==> src/rtl/seg_pkg.sv <==
// Shared types and constants for the seven-segment scan controller.
// Segment words are active-low {a..g}; anode words are active-low an[3:0].
package seg_pkg;

    typedef logic [6:0] seg7_t;

    localparam seg7_t      SEG_BLANK = 7'h7F;
    localparam logic [3:0] AN_OFF    = 4'hF;

    localparam seg7_t SEG_HEX [16] = '{
        7'b0000001, 7'b1001111, 7'b0010010, 7'b0000110,
        7'b1001100, 7'b0100100, 7'b0100000, 7'b0001111,
        7'b0000000, 7'b0000100, 7'b0001000, 7'b1100000,
        7'b0110001, 7'b1000010, 7'b0110000, 7'b0111000
    };

    typedef enum logic {
        S_GAP   = 1'b0,
        S_DRIVE = 1'b1
    } scan_state_t;

endpackage

==> src/rtl/seg7_hex_dec.sv <==
// Combinational hex nibble to active-low seven-segment lookup with a blanking override.
module seg7_hex_dec
    import seg_pkg::*;
(
    input  logic [3:0] nibble,
    input  logic       blank,
    output seg7_t      seg
);

    always_comb begin
        seg = blank ? SEG_BLANK : SEG_HEX[nibble];
    end

endmodule

==> src/rtl/seg_scan_ctrl.sv <==
// Round-robin scan controller for a 4-digit seven-segment display with a double-buffered load port.
// Define SEG_SCAN_LZ_BLANK_EN to enable leading-zero suppression on digits 3..1.
module seg_scan_ctrl
    import seg_pkg::*;
#(
    parameter int REFRESH_DIV = 100_000,
    parameter int GAP_CYC     = 16
) (
    input  logic        clk,
    input  logic        rst,
    input  logic        load_valid,
    input  logic [15:0] load_data,
    output logic        load_ready,
    input  logic [3:0]  digit_en,
    output logic [10:0] display_out,
    output logic [1:0]  scan_idx
);

    localparam int               CNT_W    = (REFRESH_DIV > 1) ? $clog2(REFRESH_DIV) : 1;
    localparam logic [CNT_W-1:0] CNT_LAST = CNT_W'(REFRESH_DIV - 1);
    localparam logic [CNT_W-1:0] CNT_GAP  = CNT_W'(GAP_CYC);

    logic [CNT_W-1:0] cnt_q, cnt_d;
    logic [1:0]       scan_idx_q, scan_idx_d;
    scan_state_t      state_q, state_d;
    logic [15:0]      shadow_q, shadow_d;
    logic [15:0]      active_q, active_d;
    logic             pending_q, pending_d;
    logic [10:0]      display_q, display_d;

    logic       slot_wrap;
    logic       frame_end;
    logic       xfer;
    logic [3:0] lz_blank;
    logic [3:0] sel_nibble;
    logic       sel_blank;
    seg7_t      seg_lit;

    assign slot_wrap = (cnt_q == CNT_LAST);
    assign frame_end = slot_wrap && (scan_idx_q == 2'd3);
    assign xfer      = load_valid && !pending_q;

    always_comb begin
        cnt_d      = slot_wrap ? '0 : cnt_q + 1'b1;
        scan_idx_d = slot_wrap ? scan_idx_q + 2'd1 : scan_idx_q;
        // State is derived from the next count so state_q always agrees with cnt_q.
        state_d    = (cnt_d < CNT_GAP) ? S_GAP : S_DRIVE;
    end

    // A commit needs pending_q = 1, so it can never coincide with a transfer.
    always_comb begin
        // NOTE: every output gets a default first so no path leaves a value unassigned (no latch).
        shadow_d  = shadow_q;
        active_d  = active_q;
        pending_d = pending_q;
        if (pending_q && frame_end) begin
            active_d  = shadow_q;
            pending_d = 1'b0;
        end else if (xfer) begin
            shadow_d  = load_data;
            pending_d = 1'b1;
        end
    end

    always_comb begin
        lz_blank = '0;
`ifdef SEG_SCAN_LZ_BLANK_EN
        lz_blank[3] = (active_q[15:12] == 4'h0);
        lz_blank[2] = lz_blank[3] && (active_q[11:8] == 4'h0);
        lz_blank[1] = lz_blank[2] && (active_q[7:4] == 4'h0);
`endif
    end

    assign sel_nibble = active_q[4*scan_idx_q +: 4];
    assign sel_blank  = !digit_en[scan_idx_q] || lz_blank[scan_idx_q];

    seg7_hex_dec u_dec (
        .nibble (sel_nibble),
        .blank  (sel_blank),
        .seg    (seg_lit)
    );

    // Blanked digits keep their anode on so per-digit on-time stays uniform.
    always_comb begin
        display_d = {AN_OFF, SEG_BLANK};
        if (state_q == S_DRIVE) begin
            display_d = {~(4'b0001 << scan_idx_q), seg_lit};
        end
    end

    always_ff @(posedge clk or posedge rst) begin
        if (rst) begin
            cnt_q      <= '0;
            scan_idx_q <= 2'd0;
            state_q    <= S_GAP;
            shadow_q   <= 16'h0000;
            active_q   <= 16'h0000;
            pending_q  <= 1'b0;
            display_q  <= {AN_OFF, SEG_BLANK};
        end else begin
            // NOTE: non-blocking assignments so every flop samples pre-edge values.
            cnt_q      <= cnt_d;
            scan_idx_q <= scan_idx_d;
            state_q    <= state_d;
            shadow_q   <= shadow_d;
            active_q   <= active_d;
            pending_q  <= pending_d;
            display_q  <= display_d;
        end
    end

    assign load_ready  = !pending_q;
    assign display_out = display_q;
    assign scan_idx    = scan_idx_q;

endmodule

==> config.mk <==
export PLATFORM = sky130hd
export DESIGN_NAME = seg_scan_ctrl
export DESIGN_NICKNAME = d
export VERILOG_FILES = /design/src/rtl/seg_pkg.sv /design/src/rtl/seg7_hex_dec.sv /design/src/rtl/seg_scan_ctrl.sv
export SDC_FILE = /design/constraint.sdc
export NUM_CORES = 1
export LEC_CHECK = 0
export ABC_CLOCK_PERIOD_IN_PS = 2400
export BUFFER_PORTS_ARGS = -buffer_cell sky130_fd_sc_hd__buf_2
export CORE_MARGIN = 2
export CORE_UTILIZATION = 52
export DETAILED_ROUTE_END_ITERATION = 10
export HOLD_SLACK_MARGIN = 0.06
export PLACE_DENSITY = 0.75
export SLEW_MARGIN = 20
export SYNTH_ARGS = -nofsm -noshare
export SYNTH_HDL_FRONTEND = slang
export SYNTH_HIERARCHICAL = 1
export SYNTH_SLANG_ARGS = --single-unit
==> constraint.sdc <==
create_clock -name clk -period 2.4 [get_ports clk]
set_input_delay 0.12 -clock clk [delete_from_list [all_inputs] [get_ports clk]]
set_output_delay 0.12 -clock clk [all_outputs]
set_load 0.005 [all_outputs]
==> metrics.md <==
| Metric | Value |
|---|---|
| Status | finished clean |
| Top post-synthesis cells by area | dfrtp_1 (42%), dfstp_2 (9.2%), mux2_2 (8.2%) |
| FILL cells | 453 |
| Max-slew violation count | 0 |
| First DRT Iteration DRCs | 64 |
| Worst path cell trace | mux4_2 -> inv_1 -> ha_1 -> or2_1 -> a311o_1 -> nand2b_1 |
| Largest net degree at the start of global routing | 36 |
| Vias per Instance | 5.323 |
| Latest clock arrival within the worst-skew pair | around 350 ps |
| Max stage delay on crit path | ~600 ps |
| Crit path max fanout | 7 |
| GPL Wtd Cong | about 0.85 |
| Initial antenna violation count | 0 |
| Avg Inst Size Synth | between 10 and 15 sq um |
| Final Hold Vio Count | 0 |
| Clock Skews | ~10 ps |
| Fin crit period | 2210 ps |
| DR WL/cell | about 15 microns |
| Layout cells sized above 1 | 0.3365 |
| Hold crit path type | in -> async |
| Starting Density | 0.5357 |
| Final setup fails | 0 |
| Most common cell in the netlist | dfrtp_1 |
| Detailed Place HPWL | ~4100 microns |
| TritonCTS clock tree | done |
| DRC | 0 |
| DRT Pass-1 Iters | 4 |
| Share of flip-flops with an asynchronous set or reset | 1.000 |
| H-tree levels | 3 |
| Syn_nets | approximately 290 |
| Cell accounting for the most synthesized area | dfrtp_1 |
| DR vias | roughly 2.1k |
| Syn Inst Count | about 260 |
| Nets | approximately 350 |
| Setup TNS Final | 0 ps |
| Synth top area share | 0.4206 |
| Total Routing Usage GR | 0.2010 |
| Fin cells | 393 |
| Crit-path leading delay family | multiplexers |
| Sink Count | 64 |
| Routed Antenna Nets | 0 |
| CTS buffer count | 9 |
| Critical Path Slowest Stage Cell | mux4_2 |
| Vias in the first global route | 2053 |
| Setup Crit Path Kind | reg -> reg |
| Unrepaired setup endpoints after global routing | false |
| Lkg Pwr | roughly 0.0018 uW |
| Die width | 81.87 microns |
| #FFs+latches synth | between 60 and 70 |
| VDD IR max | 0.4369 mV |
| Die Footprint | approximately 6700 sq um |
| Fmax achieved | approximately 450 MHz |
| Tot Pwr | approximately 2100 uW |
| Worst path bufs/invs | 1 |
| Max cap viols | 0 |
| Synth Cell Area | about 3200 sq um |
| Wire length of the first global-routing pass | around 9900 microns |
| Slew HR | 0.5458 |
| Ys Warns | 6 |
| Grt ovf | 0 |
| Layout area overhead | 19.52% |
| Worst-case clock buffer depth | 2 |
| Die Ht | 81.87 microns |
| Synth top cells by count | dfrtp_1 (53), mux2_2 (23), nor2_1 (15) |
| Final WL | 5835 microns |
| Clk slew on worst S/H paths | about 80 ps |
| Cell Rows | 28 |
| Antenna cells | 0 |
| CP arrival | between 2000 and 2500 ps |
| I/O pin cnt | 37 |
| Clock root cell | clkbuf_8 |
| Post-Place Cells | between 300 and 400 |
| Most used DFF post-synth | dfrtp_1 |
| Register area share after synthesis | 0.5123 |
| Critical path startpoint category | flip-flop |
| Share of the clock period used by the worst path | 0.9207 |
| Number of synthesized flops with an enable pin | 0 |
| Power per cell area | 555.0 nW/um^2 |
| Req. time, crit path | ~2700 ps |
| Core Box Area | between 5000 and 6000 sq um |
| Worst-margin pin slew | a little under 700 ps |
| Crit. End Element | flip-flop |
| PortBufs | 36 |
| Cell variety after synth | 47 |
## per-layer routing
| layer | routed length, microns | GRT usage | up-vias |
|---|---|---|---|
| met5 | 0 | 0 | - |
| met4 | 140 | 0.1100 | 0 |
| met3 | 176 | 0.04176 | 12 |
| met2 | 2813 | 0.2992 | 34 |
| met1 | 2704 | 0.2760 | 1036 |
| li1 | - | - | 1010 |
## worst paths after layout
| path | start | to | slack, ps | depth (start not counted) |
|---|---|---|---|---|
| min in group clk | digit_en[0] | display_out[4] | 470 | 6 |
| min reg2reg | cnt_q[0] | cnt_q[0] | 480 | 1 |
| max in group asynchronous | rst | shadow_q[15] | 1300 | 4 |
| min | rst | active_q[7] | 430 | 3 |
| max reg2reg | scan_idx[1] | display_out[5] | 190 | 6 |
| max | scan_idx[1] | display_out[5] | 190 | 6 |
## report_power, final
group | total, uW | internal, uW | switching [uW]
clock network | 843 | 384 | 458
registers | 1140 | 1120 | 21.3
logic | 109 | 66.1 | 42.8
total | 2090 | 1570 | 522
## stage by stage
step | area (sq um) | util | hold WS, ps | setup WS, ps
after floorplan | 3153 | - | 245.0 | 5.195
after global placement | 3410 | 0.5793 | 277.4 | 241.4
after detailed placement | 3410 | 0.5793 | 272.9 | 177.7
after CTS | 3769 | 0.6403 | 435.8 | 164.7
after global routing | 3769 | 0.6403 | 492.7 | 61.35
final | 3769 | 0.6403 | 425.6 | 190.4
## worst reg2reg max path, cell delays in order (launching register included)
cell and delay, ps:
dfrtp_1 420, mux4_2 600, inv_1 160, ha_1 240, or2_1 250, a311o_1 340, nand2b_1 140
## cells in the final DEF (no fill, tap or decap), drive strengths merged, types with 3 or more instances in the layout
master       netlist  layout
nor2b              3       3
mux4               5       5
clkbuf             7       9
and4               5       5
mux2              34      34
o21ai              3       3
xor2               8       8
nand3              4       4
mux2i              3       3
dfrtp             53      53
ha                12      12
and3               3       3
nand4              5       5
nor2              15      15
dfstp             11      11
buf               10      45
nand2             14      14
nor3               6       6
xnor2             10      10
dlygate4sd3        0      18
nand3b             3       3
inv               10      13
nand2b             9       9
## what timing repair did
item / 4_1_cts / 5_1_grt
hold buffers: 18 / 0
setup buffers: 0 / 0
hold endpoints to repair: 39 / 0
gates resized for setup: 0 / 0
## state kept, by name, indices dropped and copies added, names as in the netlist
name / count
pending_q: 1
cnt_q: 17
state_q: 1
active_q: 16
display_out: 11
shadow_q: 16
scan_idx: 2
## logic make-up after synthesis
family | count (synthesis) | synth area share
and+or+nand+nor | 75 | 0.1369
xor gates and xnor gates | 18 | 0.05000
AOI/OAI and AO/OA | 18 | 0.04366
DFF | 64 | 0.5123
buffers and inverters | 27 | 0.04286
muxes | 42 | 0.1667
adders and majority gates | 12 | 0.04762
## layout make-up
cell class,count,area (sq um),area share
Sequential cell,64,1615,0.4286
Multi-Input combinational cell,165,1403,0.3722
Timing Repair Buffer,63,440.4,0.1169
Inverter,10,37.54,0.009960
Clock inverter,7,55.05,0.01461
Tap cell,75,93.84,0.02490
Clock buffer,9,123.9,0.03287
No activity file was read; power rests on OpenSTA's default activity.
